File: src/rtl/cpu16_pkg.sv
// Shared CPU datapath definitions: word width, channel select codes and counter width.
// Used by demux16_stream and its demux_out_stage sub-module.
package cpu16_pkg;

  localparam int WORD_W  = 16;
  localparam int COUNT_W = 16;
  localparam int N_CH    = 2;

  localparam logic CH_A = 1'b0;
  localparam logic CH_B = 1'b1;

  // Per-channel "free" term: the register can take a word this cycle.
  function automatic logic chan_free(input logic valid, input logic ready);
    return !valid || ready;
  endfunction

endpackage

File: src/rtl/demux_out_stage.sv
// One demux output channel: data register plus valid flag with load/drain handling.
// With DEMUX16_COUNT_EN defined it also keeps the channel's 16-bit load counter.
module demux_out_stage
  import cpu16_pkg::*;
#(
  parameter int WIDTH = WORD_W
) (
  input  logic             clk,
  input  logic             rst,
  input  logic             i_load,
  input  logic [WIDTH-1:0] i_data,
  input  logic             i_ready,
  output logic [WIDTH-1:0] o_data,
  output logic             o_valid,
  output logic             o_free
`ifdef DEMUX16_COUNT_EN
  ,
  output logic [COUNT_W-1:0] o_count
`endif
);

  localparam logic [0:0] ST_EMPTY = 1'b0;
  localparam logic [0:0] ST_FULL  = 1'b1;

  logic [0:0]       r_state;
  logic [0:0]       w_state_next;
  logic [WIDTH-1:0] r_data;

  // A load wins over a drain, so a simultaneous drain+load stays FULL.
  always_comb begin
    w_state_next = r_state;
    if (i_load) begin
      w_state_next = ST_FULL;
    end else if (r_state == ST_FULL && i_ready) begin
      w_state_next = ST_EMPTY;
    end
  end

  always_ff @(posedge clk or posedge rst) begin
    if (rst) begin
      r_state <= ST_EMPTY;
      r_data  <= '0;
    end else begin
      r_state <= w_state_next;
      if (i_load) begin
        r_data <= i_data;
      end
    end
  end

  assign o_data  = r_data;
  assign o_valid = (r_state == ST_FULL);
  assign o_free  = chan_free(o_valid, i_ready);

`ifdef DEMUX16_COUNT_EN
  logic [COUNT_W-1:0] r_count;

  always_ff @(posedge clk or posedge rst) begin
    if (rst) begin
      r_count <= '0;
    end else if (i_load) begin
      r_count <= r_count + COUNT_W'(1);
    end
  end

  assign o_count = r_count;
`endif

endmodule

File: src/rtl/demux16_stream.sv
// Registered 1-to-2 stream demux: steers each accepted word to channel A or B.
// Optional per-channel load counters are enabled by defining DEMUX16_COUNT_EN.
module demux16_stream
  import cpu16_pkg::*;
#(
  parameter int WIDTH = WORD_W
) (
  input  logic             clk,
  input  logic             rst,
  input  logic [WIDTH-1:0] in_data,
  input  logic             in_sel,
  input  logic             in_valid,
  output logic             in_ready,
  output logic [WIDTH-1:0] a_data,
  output logic             a_valid,
  input  logic             a_ready,
  output logic [WIDTH-1:0] b_data,
  output logic             b_valid,
  input  logic             b_ready
`ifdef DEMUX16_COUNT_EN
  ,
  output logic [COUNT_W-1:0] a_count,
  output logic [COUNT_W-1:0] b_count
`endif
);

  logic [N_CH-1:0]  w_ready;
  logic [N_CH-1:0]  w_load;
  logic [N_CH-1:0]  w_valid;
  logic [N_CH-1:0]  w_free;
  logic [WIDTH-1:0] w_data [N_CH];
`ifdef DEMUX16_COUNT_EN
  logic [COUNT_W-1:0] w_count [N_CH];
`endif
  logic             w_accept;

  assign w_ready[CH_A] = a_ready;
  assign w_ready[CH_B] = b_ready;

  // in_ready never looks at in_valid, so no path exists from in_valid to any output.
  assign in_ready = (in_sel == CH_B) ? w_free[CH_B] : w_free[CH_A];
  assign w_accept = in_valid && in_ready;

  generate
    for (genvar gi = 0; gi < N_CH; gi++) begin : g_ch
      assign w_load[gi] = w_accept && (in_sel == gi[0]);

      demux_out_stage #(
        .WIDTH(WIDTH)
      ) u_stage (
        .clk     (clk),
        .rst     (rst),
        .i_load  (w_load[gi]),
        .i_data  (in_data),
        .i_ready (w_ready[gi]),
        .o_data  (w_data[gi]),
        .o_valid (w_valid[gi]),
        .o_free  (w_free[gi])
`ifdef DEMUX16_COUNT_EN
        ,
        .o_count (w_count[gi])
`endif
      );
    end
  endgenerate

  assign a_data  = w_data[CH_A];
  assign a_valid = w_valid[CH_A];
  assign b_data  = w_data[CH_B];
  assign b_valid = w_valid[CH_B];

`ifdef DEMUX16_COUNT_EN
  assign a_count = w_count[CH_A];
  assign b_count = w_count[CH_B];
`endif

endmodule
File: config.mk
export PLATFORM = sky130hd
export DESIGN_NAME = demux16_stream
export DESIGN_NICKNAME = d
export VERILOG_FILES = /design/src/rtl/cpu16_pkg.sv /design/src/rtl/demux_out_stage.sv /design/src/rtl/demux16_stream.sv
export SDC_FILE = /design/constraint.sdc
export NUM_CORES = 1
export LEC_CHECK = 0
export ABC_AREA = 1
export BUFFER_PORTS_ARGS = -buffer_cell sky130_fd_sc_hd__buf_2
export CAP_MARGIN = 20
export CORE_AREA = 5 5 58 65
export CTS_CLUSTER_DIAMETER = 50
export CTS_CLUSTER_SIZE = 28
export DETAILED_ROUTE_END_ITERATION = 7
export DIE_AREA = 0 0 63 70
export GPL_TIMING_DRIVEN = 0
export PLACE_DENSITY = 0.91
export SLEW_MARGIN = 15
export SYNTH_ARGS = -nofsm -noshare
export SYNTH_HDL_FRONTEND = slang
export SYNTH_SLANG_ARGS = --single-unit
File: constraint.sdc
create_clock -name clk -period 1.85 [get_ports clk]
set_input_delay 0.185 -clock clk [delete_from_list [all_inputs] [get_ports clk]]
set_output_delay 0.185 -clock clk [all_outputs]
set_load 0.005 [all_outputs]
==> impl_metrics.py <==
metrics = {
    "synth": {
        "synth.area.top_cells": "dfrtp_1 (58%), nand2_1 (18%), nand4_1 (14%), nand3_4 (2.4%), buf_6 (2.3%)",
        "synth_edf_count": 0,
        "syn-num-nets": 176,
        "ys_seq_elements": 34,
        "syn_area_per_cell_um2": 9.51,
        "ys_top_cells_by_count": "nand2_1 (69), dfrtp_1 (34), nand4_1 (32), buf_2 (6)",
        "synth_top_area_cell": "dfrtp_1",
        "yosys.area.top_type_share_pct": 58.1,
        "synth_cell_types": 11,
        "synth_most_common_cell": "nand2_1",
        "synth_area_um2": 1460,
        "ys_seq_area_share_pct": 58.1,
        "yosys_warnings": 0,
        "synth_flop_cell": "dfrtp_1",
        "async_flop_share_pct": 100,
        "synth_cells": 154,
    },
    "power_and_ir_drop": {
        "ir_worst_vdd_mv": 0.834,
        "p_per_area_nw_per_um2": 973,
        "leakage_nw": 1.07,
        "p_total_mw": 1.81,
    },
    "cells_and_area": {
        "drive_gt1_share_pct": 35.5,
        "fin_cells": 251,
        "regArea_um2": 851,
        "syn2layout_area_growth_pct": 27.2,
        "num_antenna_cells": 0,
        "fin_nets": 238,
        "final_util_pct": 61.6,
        "fill_cells": 267,
        "multi_input_area_um2": 512,
    },
    "critical_path": {
        "rrSetupSlack_ns": 0.71,
        "regToRegEndpoint": "g_ch[0].u_stage.o_data[5]",
        "r2r-start": "g_ch[0].u_stage.o_valid",
        "reg2reg_depth": 5,
        "cp-start-kind": "flop",
        "path_class": "reg2out",
        "cp_max_fo": 10,
        "crit_required_ns": 1.66,
        "worstPathArrival_ns": 1.40,
        "endpoint_kind": "output port",
        "worstSetupStartpoint": "g_ch[0].u_stage.o_valid",
    },
    "floorplan": {
        "start_util_pct": 48.4,
        "die_height_um": 70,
        "coreArea_um2": 3020,
        "rows": 21,
        "die_area_um2": 4410,
        "chipWidth_um": 63,
        "pin_count": 57,
    },
    "drt": {
        "drc": 0,
        "detail-route-antenna-nets": 0,
        "avgViaCountPerCell": 5.16,
        "vias": 1296,
        "wire_per_inst_um": 14.3,
        "drtIter0Drc": 55,
        "drt-pass1-iter-count": 4,
        "wirelength_mm": 3.58,
    },
    "timing": {
        "post-route-period-util_pct": 85.7,
        "slew_headroom_pct": 53.8,
        "fmax_mhz": 631,
        "setup_viol": 0,
        "slew_viol_final": 0,
        "fin_crit_ns": 1.59,
        "tightest_slew_ns": 0.692,
        "rsz0062_at_grt": "false",
        "setup_tns_ns": 0,
        "finClkSkew_ns": 0.0144,
        "hold_violations": 0,
    },
    "clock_tree": {
        "clkTransAtPathRegs_ns": 0.11,
        "postCtsSetupBuffers": 0,
        "clockRootBuffer": "clkbuf_4",
        "clock_latency_ns": 0.34,
        "htreeDepth": 2,
        "cts_tree": "done",
        "cts_inserted_buffers": 5,
        "clock_path_buffers": 2,
        "cts.sinks": 34,
    },
    "global_route": {
        "grt_max_degree": 35,
        "antenna_found_initial": 0,
        "grt_use_total_pct": 17.6,
        "first_global_vias": 1334,
        "grt.overflow.total": 0,
        "grt_first_pass_wirelength_mm": 6.18,
    },
    "status": {
        "status": "complete, no violations",
    },
    "min_path": {
        "min_from": "in_data[4]",
        "worstHoldEndpoint": "g_ch[1].u_stage.o_data[4]",
        "holdPathStages": 3,
        "hold_class": "in2reg",
    },
    "placement": {
        "portBuffers": 54,
        "dp_hpwl_mm": 2.64,
        "dp.cells": 242,
        "gp_congestion": 0.862,
    },
    "job": {
        "max-cap-violations": 0,
    },
}
-- how the worst max path moves through the flow --
stage	end	slack, ns	cells past startpoint
after CTS	in_ready	0.26	5
after detailed placement	in_ready	0.63	5
final	in_ready	0.26	5
after global routing	in_ready	0.16	5
after global placement	g_ch[0].u_stage.o_data[3]	0.52	2
after floorplan	in_ready	0.80	4
-- cell usage in the layout (no fill, tap or decap), drive strengths merged --
master / instances
buf: 65
dlygate4sd3: 1
nand4: 32
clkbuf: 7
dfrtp: 34
nand2: 71
nand3: 2
bufinv: 1
inv: 4
-- repair_timing --
action / in CTS / in global routing
gates resized for setup: 0 / 0
hold buffers: 1 / 0
setup endpoints to repair: 0 / 0
hold endpoints to repair: 34 / 0
-- logic make-up (layout without fill, tap and decap cells) --
logic type	after synthesis	after routing	synth area share, %
and+or+nand+nor	105	105	35.0
DFF	34	34	58.1
buffers and inverters	15	78	6.92
-- metal layers --
layer | GRT usage [%] | wire length, µm | vias to the layer above
met2 | 26.0 | 1710 | 45
li1 | - | - | 645
met4 | 11.6 | 124 | 0
met3 | 5.61 | 243 | 11
met5 | 0 | 0 | -
met1 | 21.7 | 1510 | 595
-- report_power, final --
group / switching [mW] / internal, mW
combinational: 0.204 / 0.166
clock: 0.238 / 0.287
sequential: 0.0603 / 0.857
-- flip-flops by register name (all words and copies together), names as in the netlist --
signal	count
g_ch.u_stage.o_valid	2
g_ch.u_stage.o_data	32
-- worst max-delay path, cell delays in order, from the launching register on --
cell	delay, ns
dfrtp_1	0.40
nand2_2	0.19
buf_2	0.24
nand2_1	0.06
nand2_1	0.07
buf_2	0.10
-- stage by stage --
step           worst slack (ns)  cell area [µm²]  hold slack (ns)
2_1_floorplan             0.795             1460            0.327
3_3_place_gp              0.524             1780            0.450
3_5_place_dp              0.629             1780            0.332
4_1_cts                   0.258             1860           0.0993
5_1_grt                   0.160             1860            0.101
6_report                  0.264             1860           0.0982
-- area by class of cell --
type,instances,share of cell area [%]
Timing Repair Buffer,55,15.1
Tap cell,34,2.28
Clock inverter,1,1.61
Inverter,4,1.21
Buffer,11,4.23
Clock buffer,7,2.42
Sequential cell,34,45.7
Multi-Input combinational cell,105,27.5
Power figures use the tool's default switching activity.
